`src/rtl/rep_umul_vec.sv`:
```
// Vector of unary (stochastic) multipliers: each lane ANDs a unary bitstream with a
// Sobol-sequence comparison against a per-lane binary weight. Optional macro: REP_UMUL_VEC_CNT_EN.

// One-dimensional Sobol generator: Gray-code ordered, so output = bit-reverse of gray(index).
module sobolrng #(
    parameter int BITWIDTH = 8
) (
    input  logic                iClk,
    input  logic                iRstN,
    input  logic                iEn,
    input  logic                iClr,
    output logic [BITWIDTH-1:0] oSobolSeq
);
    logic [BITWIDTH-1:0] idxReg;
    logic [BITWIDTH-1:0] grayIdx;

    assign grayIdx = idxReg ^ (idxReg >> 1);

    generate
        for (genvar gi = 0; gi < BITWIDTH; gi++) begin : genRev
            assign oSobolSeq[gi] = grayIdx[BITWIDTH-1-gi];
        end
    endgenerate

    always_ff @(posedge iClk or negedge iRstN) begin
        if (!iRstN) begin
            idxReg <= '0;
        end else if (iClr) begin
            idxReg <= '0;
        end else if (iEn) begin
            idxReg <= idxReg + 1'b1;
        end
    end
endmodule

module rep_umul_vec #(
    parameter int BITWIDTH = 8,
    parameter int CHANNELS = 4,
    parameter int SELW     = (CHANNELS > 1) ? $clog2(CHANNELS) : 1
) (
    input  logic                iClk,
    input  logic                iRst,
    input  logic [CHANNELS-1:0] iA,
    input  logic [BITWIDTH-1:0] iB,
    input  logic [SELW-1:0]     iBSel,
    input  logic                iLoadB,
    input  logic                iStart,
    input  logic                iClr,
    output logic [CHANNELS-1:0] oMult,
    output logic                oBusy,
    output logic                oDone
`ifdef REP_UMUL_VEC_CNT_EN
    ,
    output logic [CHANNELS*(BITWIDTH+1)-1:0] oCnt
`endif
);
    typedef enum logic [1:0] {IDLE, RUN, DONE} stateT;

    localparam logic [BITWIDTH:0] WIN_LAST = {1'b0, {BITWIDTH{1'b1}}};

    stateT               stateReg;
    stateT               stateNext;
    logic [BITWIDTH:0]   winCntReg;
    logic                isRun;
    logic                startWin;
    logic                rngClr;
    logic                rstN;
    logic [BITWIDTH-1:0] weightReg [CHANNELS];
    logic [BITWIDTH-1:0] sobolSeq  [CHANNELS];

    assign isRun    = (stateReg == RUN);
    assign rstN     = ~iRst;
    // A window (re)starts from IDLE or straight out of DONE; abort always wins.
    assign startWin = iStart && !iClr && (stateReg != RUN);
    assign rngClr   = iClr || ((stateReg == IDLE) && iStart);
    assign oBusy    = isRun;
    assign oDone    = (stateReg == DONE) && !iClr;

    always_comb begin
        stateNext = stateReg;
        case (stateReg)
            IDLE:    if (iStart) stateNext = RUN;
            RUN:     if (winCntReg == WIN_LAST) stateNext = DONE;
            DONE:    stateNext = iStart ? RUN : IDLE;
            default: stateNext = IDLE;
        endcase
        if (iClr) begin
            stateNext = IDLE;
        end
    end

    always_ff @(posedge iClk or posedge iRst) begin
        if (iRst) begin
            stateReg <= IDLE;
        end else begin
            stateReg <= stateNext;
        end
    end

    always_ff @(posedge iClk or posedge iRst) begin
        if (iRst) begin
            winCntReg <= '0;
        end else if (iClr || startWin) begin
            winCntReg <= '0;
        end else if (isRun) begin
            winCntReg <= winCntReg + 1'b1;
        end
    end

    generate
        for (genvar gi = 0; gi < CHANNELS; gi++) begin : genLane
            // Out-of-range selects match no lane, so they are dropped here.
            always_ff @(posedge iClk or posedge iRst) begin
                if (iRst) begin
                    weightReg[gi] <= '0;
                end else if (iLoadB && !isRun && (32'(iBSel) == gi)) begin
                    weightReg[gi] <= iB;
                end
            end

            sobolrng #(
                .BITWIDTH (BITWIDTH)
            ) uRng (
                .iClk      (iClk),
                .iRstN     (rstN),
                .iEn       (iA[gi] && isRun),
                .iClr      (rngClr),
                .oSobolSeq (sobolSeq[gi])
            );

            assign oMult[gi] = iA[gi] && isRun && (weightReg[gi] > sobolSeq[gi]);

`ifdef REP_UMUL_VEC_CNT_EN
            logic [BITWIDTH:0] cntReg;

            always_ff @(posedge iClk or posedge iRst) begin
                if (iRst) begin
                    cntReg <= '0;
                end else if (iClr || startWin) begin
                    cntReg <= '0;
                end else if (oMult[gi]) begin
                    cntReg <= cntReg + 1'b1;
                end
            end

            assign oCnt[gi*(BITWIDTH+1) +: (BITWIDTH+1)] = cntReg;
`endif
        end
    endgenerate
endmodule

```
`config.mk`:
```
export PLATFORM = sky130hd
export DESIGN_NAME = rep_umul_vec
export DESIGN_NICKNAME = d
export VERILOG_FILES = /design/src/rtl/rep_umul_vec.sv
export SDC_FILE = /design/constraint.sdc
export NUM_CORES = 1
export LEC_CHECK = 0
export ABC_AREA = 1
export CAP_MARGIN = 10
export CORE_UTILIZATION = 40
export DETAILED_ROUTE_END_ITERATION = 10
export HOLD_SLACK_MARGIN = 0.05
export PLACE_DENSITY = 0.61
export SYNTH_ARGS = -nofsm -noshare
export SYNTH_HDL_FRONTEND = slang
export SYNTH_SLANG_ARGS = --single-unit
```
`constraint.sdc`:
```
create_clock -name iClk -period 4.6 [get_ports iClk]
set_clock_uncertainty 0.2 [all_clocks]
set_input_delay 0.92 -clock iClk [delete_from_list [all_inputs] [get_ports iClk]]
set_output_delay 0.92 -clock iClk [all_outputs]
set_load 0.01 [all_outputs]
```
==> results.txt, run 1 <==
TritonRoute pass-1 iters -> 4
Max FO, Critical Path -> 8
Final setup viols -> 0
Post-Syn Area -> 4602 um^2
Hold Path Stages -> 2
VDD IR max -> 311.5 uV
Ranking of synthesized cells by area -> dfrtp_1 41%, ha_1 16%, nand2_1 13%, inv_1 6.6%, nor2_1 6.4%
Vias in the first global route -> 3,609
Fill cells -> 1,123
CTS tree -> yes
Pwr per Cell Area -> 516.2 nW/um^2
Initial antenna violation count -> 0
DRC -> 0
Sequential area share after synthesis -> 40.78%
Fin. max-slew vios -> 0
Syn-to-layout area delta -> 15.28%
I/O pins -> 25
Largest net degree at the start of global routing -> 36
Dominant synthesized flop cell -> dfrtp_1
CP endpoint kind -> output port
Ant diodes -> 0
Top post-synthesis cells by count -> 156 x nand2_1, 81 x inv_1, 78 x nor2_1
Yosys top cell area share -> 40.78%
Hold slack -> 0.3037 ns
Width of the die -> 109.3 um
CTS Root Cell -> clkbuf_16
Leak -> 2.606 nW
Tcrit/Tclk final -> 79.30%
Vias -> 3,678
Die area -> 11,940 um^2
Final #Nets -> 693
Post-synth EDFFs -> 0
Warnings from Yosys -> 0
Final Hold Fails -> 0
Number of port buffers -> 24
Placement row count -> 38
GRT overflow -> 0
Max Cap Viol -> 0
Vias/cell -> 4.833
Cts bufs inserted -> 9
FMAX -> 274.1 MHz
First-pass GRT wire length -> 16,720 um
Worst-Skew Late Latency -> 0.34 ns
Die H -> 109.3 um
Cell taking the most area after synthesis -> dfrtp_1
Post-Syn Instances -> 586
Slew margin rel. -> 48.32%
Post-synth ARST share -> 100.0%
Postcts setup bufs -> 0
Htree depth -> 3
Outcome -> finished clean
Worst hold path class -> reg2reg
Routed Antenna Nets -> 0
Type of origin of the critical path -> input pin
Post-synthesis register bit count -> 75
RSZ-0062 raised after global routing -> no
Critical path type -> in2out
Count leader, synth -> nand2_1
CP required -> 3.48 ns
Post-DP HPWL -> 7007 um
Crit path arrival time -> 2.53 ns
CTS Buffer Depth -> 2
Setup TNS -> 0 ns
Worst Tran Pin Value -> 0.7740 ns
Synth unique cells -> 27
Core Region -> 11,030 um^2
Syn Area/Cell -> 7.853 um^2
Synth Net Count -> 663
Post_cts resized -> 0
Tot GR Track Use -> 18.43%
Hold Buf Count CTS -> 0
Total Wirelength -> 9550 um
CTS Sinks -> 75
Final GP Congestion -> 0.8052
Starting DRT DRC Count -> 144
Post-DR wirelength/cell -> 12.55 um
Clock Pin Slew Worst Setup and Hold Paths -> 0.06 ns
Layout cells sized above 1 -> 5.636%
Initial Util -> 41.72%
Final Critical Period -> 3.648 ns
FF-to-FF path depth -> 6
==> kinds of logic (layout without fill, tap and decap cells) <==
logic type / count (synthesis) / in the layout / share of synthesized area (%)
buffers and inverters: 91 / 126 / 7.993
DFF: 75 / 75 / 40.78
adders and majority gates: 58 / 58 / 15.77
AOI/OAI and AO/OA: 84 / 84 / 9.435
and+or+nand+nor: 274 / 274 / 25.26
xor gates and xnor gates: 4 / 4 / 0.7612
==> final timing paths <==
check | slack (ns) | end | from
max | 0.95 | oMult[3] | iA[3]
max reg2reg | 2.84 | weightReg[27] | stateReg[0]
min reg2reg | 0.30 | weightReg[3] | weightReg[3]
min | 0.30 | weightReg[3] | weightReg[3]
min in group asynchronous | 0.85 | genLane[0].uRng.idxReg[1] | iRst
max in group asynchronous | 2.52 | genLane[3].uRng.idxReg[5] | iRst
==> sequential cells by signal (all words and copies together), names as in the netlist <==
signal               count
genLane.uRng.idxReg     32
weightReg               32
winCntReg                9
stateReg                 2
==> where the power goes <==
group          total (mW)  switching, mW  internal (mW)  leakage (nW)
Clock               0.758          0.282          0.476         0.153
Combinational        1.02          0.604          0.413          1.46
Sequential          0.965          0.128          0.836         0.992
Total                2.74           1.01           1.72          2.61
==> layout make-up <==
cell class	count	area, um^2	area share, %
Tap cell	140	175.2	3.302
Timing Repair Buffer	27	262.8	4.953
Clock inverter	6	90.09	1.698
Multi-Input combinational cell	420	2357	44.43
Clock buffer	10	229.0	4.316
Sequential cell	75	1877	35.38
Inverter	83	314.1	5.920
==> layer usage <==
| layer | vias up | part of all wire [%] | wire (um) | global-route usage (%) |
|---|---|---|---|---|
| li1 | 1923 | - | - | - |
| met1 | 1699 | 49 | 4642 | 24.02 |
| met2 | 45 | 47 | 4468 | 30.41 |
| met3 | 11 | 3.3 | 315 | 4.244 |
| met4 | 0 | 1.3 | 123 | 5.429 |
| met5 | - | 0 | 0 | 0 |
==> metrics by stage <==
step | cell area (um^2) | worst slack (ns) | util (%) | std cells | total power [mW]
2_1_floorplan | 4602 | 1.570 | - | 586 | 1.724
3_3_place_gp | 4986 | 0.9705 | 45.20 | 745 | 1.951
3_5_place_dp | 4986 | 0.9709 | 45.20 | 745 | 2.000
4_1_cts | 5305 | 0.9523 | 48.09 | 761 | 2.777
5_1_grt | 5305 | 0.8593 | 48.09 | 761 | 2.989
6_report | 5305 | 0.9521 | 48.09 | 761 | 2.739
==> critical path, stage by stage <==
cell,delay [ns]
clkdlybuf4s50_1,0.47
inv_1,0.05
nor2_2,0.27
nand2_1,0.11
a21oi_1,0.14
clkdlybuf4s50_1,0.56
==> cells in the final DEF (no fill, tap or decap), types with 2 or more instances in the layout <==
| cell | Yosys | final |
|---|---|---|
| a21oi_1 | 34 | 34 |
| ha_1 | 58 | 58 |
| clkbuf_16 | 0 | 9 |
| clkdlybuf4s50_1 | 0 | 24 |
| clkinv_4 | 0 | 2 |
| nor2_4 | 4 | 4 |
| nand2_2 | 3 | 3 |
| nand2_1 | 156 | 156 |
| nand3_1 | 24 | 24 |
| bufinv_16 | 0 | 2 |
| xnor2_1 | 4 | 4 |
| o21ai_0 | 12 | 12 |
| nor2_1 | 78 | 78 |
| nand3_4 | 2 | 2 |
| o21ai_1 | 33 | 33 |
| dfrtp_1 | 75 | 75 |
| a21o_1 | 4 | 4 |
| buf_4 | 3 | 3 |
| inv_1 | 81 | 80 |
| inv_2 | 1 | 2 |
(Power assumes the default switching activity.)
==> run 2: changes to the inputs <==
--- a/config.mk
+++ b/config.mk
@@ -10,7 +10,7 @@
 export CORE_UTILIZATION = 40
 export DETAILED_ROUTE_END_ITERATION = 10
 export HOLD_SLACK_MARGIN = 0.05
-export PLACE_DENSITY = 0.61
+export PLACE_DENSITY = 0.63
 export SYNTH_ARGS = -nofsm -noshare
 export SYNTH_HDL_FRONTEND = slang
 export SYNTH_SLANG_ARGS = --single-unit
==> constraint.sdc (replaced) <==
create_clock -name iClk -period 3 [get_ports iClk]
set_clock_uncertainty 0.2 [all_clocks]
set_input_delay 0.6 -clock iClk [delete_from_list [all_inputs] [get_ports iClk]]
set_output_delay 0.6 -clock iClk [all_outputs]
set_load 0.01 [all_outputs]
==> run 2 against run 1 <==
  * Cell count rose by 0.53%
  * Register-to-register slack lost 1.6 ns
  * Die area stayed put
  * Largest power group unchanged
  * Highest routed layer unchanged
==> results.txt, run 2 (synthesis gave the netlist of run 1 again) <==
Outcome -> finished clean
GRT overflow -> 0 (unchanged)
Max FO, Critical Path -> 4 (-4)
Post-DR wirelength/cell -> 12.26 um (-2.3%)
Final Hold Fails -> 0 (unchanged)
Post-DP HPWL -> 6851 um (-2.2%)
Final Critical Period -> 2.851 ns
Multi-input gate area -> 2362 um^2 (+0.21%)
Cts bufs inserted -> 9 (unchanged)
Vias/cell -> 4.860 (+0.56%)
Type of origin of the critical path -> flop
GR Layer Usage met1 -> 23.35% (-0.67 points)
Total Wirelength -> 9377 um (-1.8%)
Tcrit/Tclk final -> 95.03%
Clock Pin Slew Worst Setup and Hold Paths -> 0.06 ns (about the same)
Number of port buffers -> 24 (unchanged)
Most common cell after layout, fill and taps aside -> nand2_1
Worst-Skew Late Latency -> 0.34 ns (about the same)
Crit path arrival time -> 2.05 ns (-0.48 ns)
Met2 Use GR -> 29.07% (-1.3 points)
Setup TNS -> 0 ns (unchanged)
VDD IR max -> 360.1 uV (+16%)
Leak -> 2.640 nW (+1.3%)
GRT busiest layer -> met2
Max Cap Viol -> 0 (unchanged)
Initial antenna violation count -> 0 (unchanged)
Commonest cells after routing, fill and taps aside -> 156 x nand2_1, 80 x inv_1, 76 x nor2_1
Placement row count -> 38 (unchanged)
Vias -> 3,718 (+1.1%)
CTS Sinks -> 75 (unchanged)
CP endpoint kind -> output port
Pwr per Cell Area -> 786.8 nW/um^2 (+52%)
FMAX -> 350.8 MHz
Ant diodes -> 0 (unchanged)
Fill cells -> 1,080 (-3.8%)
Storage cell area -> 1877 um^2 (unchanged)
Routed Antenna Nets -> 0 (unchanged)
TritonRoute pass-1 iters -> 4 (unchanged)
Placement Cell Area -> 5041 um^2 (+1.1%)
Final setup viols -> 0 (unchanged)
Final #Nets -> 697 (+0.58%)
Largest net degree at the start of global routing -> 33 (-8.3%)
CTS Root Cell -> clkbuf_16
Die H -> 109.3 um (unchanged)
Worst hold path class -> reg2reg
Met3 usage in global routing -> 3.706% (-0.54 points)
First-pass GRT wire length -> 16,390 um (-2.0%)
Slew margin rel. -> 55.22% (+6.9 points)
CTS tree -> yes
Starting DRT DRC Count -> 186 (+29%)
Initial Util -> 41.72% (unchanged)
Hold Buf Count CTS -> 0 (unchanged)
CTS Buffer Depth -> 2 (unchanged)
Syn-to-layout area delta -> 16.15%
Critical path type -> reg2out
Layout cells sized above 1 -> 6.720% (+1.1 points)
DRC -> 0 (unchanged)
RSZ-0062 raised after global routing -> no
Final Instance Area -> 5345 um^2 (+0.75%)
Tot GR Track Use -> 18.06% (-0.36 points)
Htree depth -> 3 (unchanged)
Worst Tran Pin Value -> 0.6707 ns (-0.1033 ns)
Final GP Congestion -> 0.8308 (+3.2%)
Die area -> 11,940 um^2 (unchanged)
Top flop regs -> genLane.uRng.idxReg (32), weightReg (32), winCntReg (9)
Width of the die -> 109.3 um (unchanged)
Core Region -> 11,030 um^2 (unchanged)
Fin. max-slew vios -> 0 (unchanged)
CP required -> 2.20 ns (-1.28 ns)
Vias in the first global route -> 3,613 (+0.11%)
I/O pins -> 25 (unchanged)
## run 2: worst max-delay path, stage by stage (launching register included)
cell	delay [ns]
dfrtp_1	0.42
ha_1	0.29
inv_1	0.05
ha_1	0.29
nand2_1	0.07
nor2_1	0.14
nand2_1	0.07
a21oi_1	0.12
clkdlybuf4s15_1	0.26
## run 2: timing repair
item	CTS	global route
endpoints found under the setup margin	4	4
resized for setup	4	7
endpoints found under the hold margin	0	0
setup buffers	0	0
## run 2: final timing paths
check	endpoint	startpoint	cells past startpoint	slack, ns
min in group asynchronous	stateReg[0]	iRst	2	0.48
worst min-delay path	weightReg[24]	weightReg[24]	2	0.30
max in group asynchronous	genLane[0].uRng.idxReg[7]	iRst	3	1.54
worst max register to register	weightReg[12]	stateReg[0]	6	1.27
worst max-delay path	oMult[0]	genLane[0].uRng.idxReg[0]	8	0.15
worst min register to register	weightReg[24]	weightReg[24]	2	0.30
## run 2: area by class of cell
class                      count  area share, %
timing repair buffer          31          5.735
clock buffer                  11          4.354
multi-input combinational    420          44.19
inverter                      83          5.875
clock inverter                 5          1.451
tap                          140          3.277
sequential                    75          35.11
## run 2: power by group
group	switching (mW)	total [mW]	internal (mW)
Sequential	0.199	1.48	1.28
Clock	0.426	1.15	0.726
Combinational	0.929	1.57	0.643
## run 2: metrics by stage
stage	std cells	hold slack (ns)	setup slack (ns)	utilization, %	total power, mW
after global placement	749	0.2820	0.1318	45.70	3.014
after CTS	765	0.2944	0.04325	48.47	4.240
after detailed placement	749	0.2799	0.1433	45.70	3.085
final	765	0.2978	0.1490	48.46	4.205
after floorplan	586	0.2588	0.2900	-	2.643
after global routing	765	0.3219	0.01635	48.46	4.583
## run 2: layer usage
layer	up-vias	share of wire, %	wire length, um
met4	0	2.3	212
met2	50	46	4360
met5	-	0	0
met1	1714	49	4561
li1	1937	-	-
met3	17	2.6	243
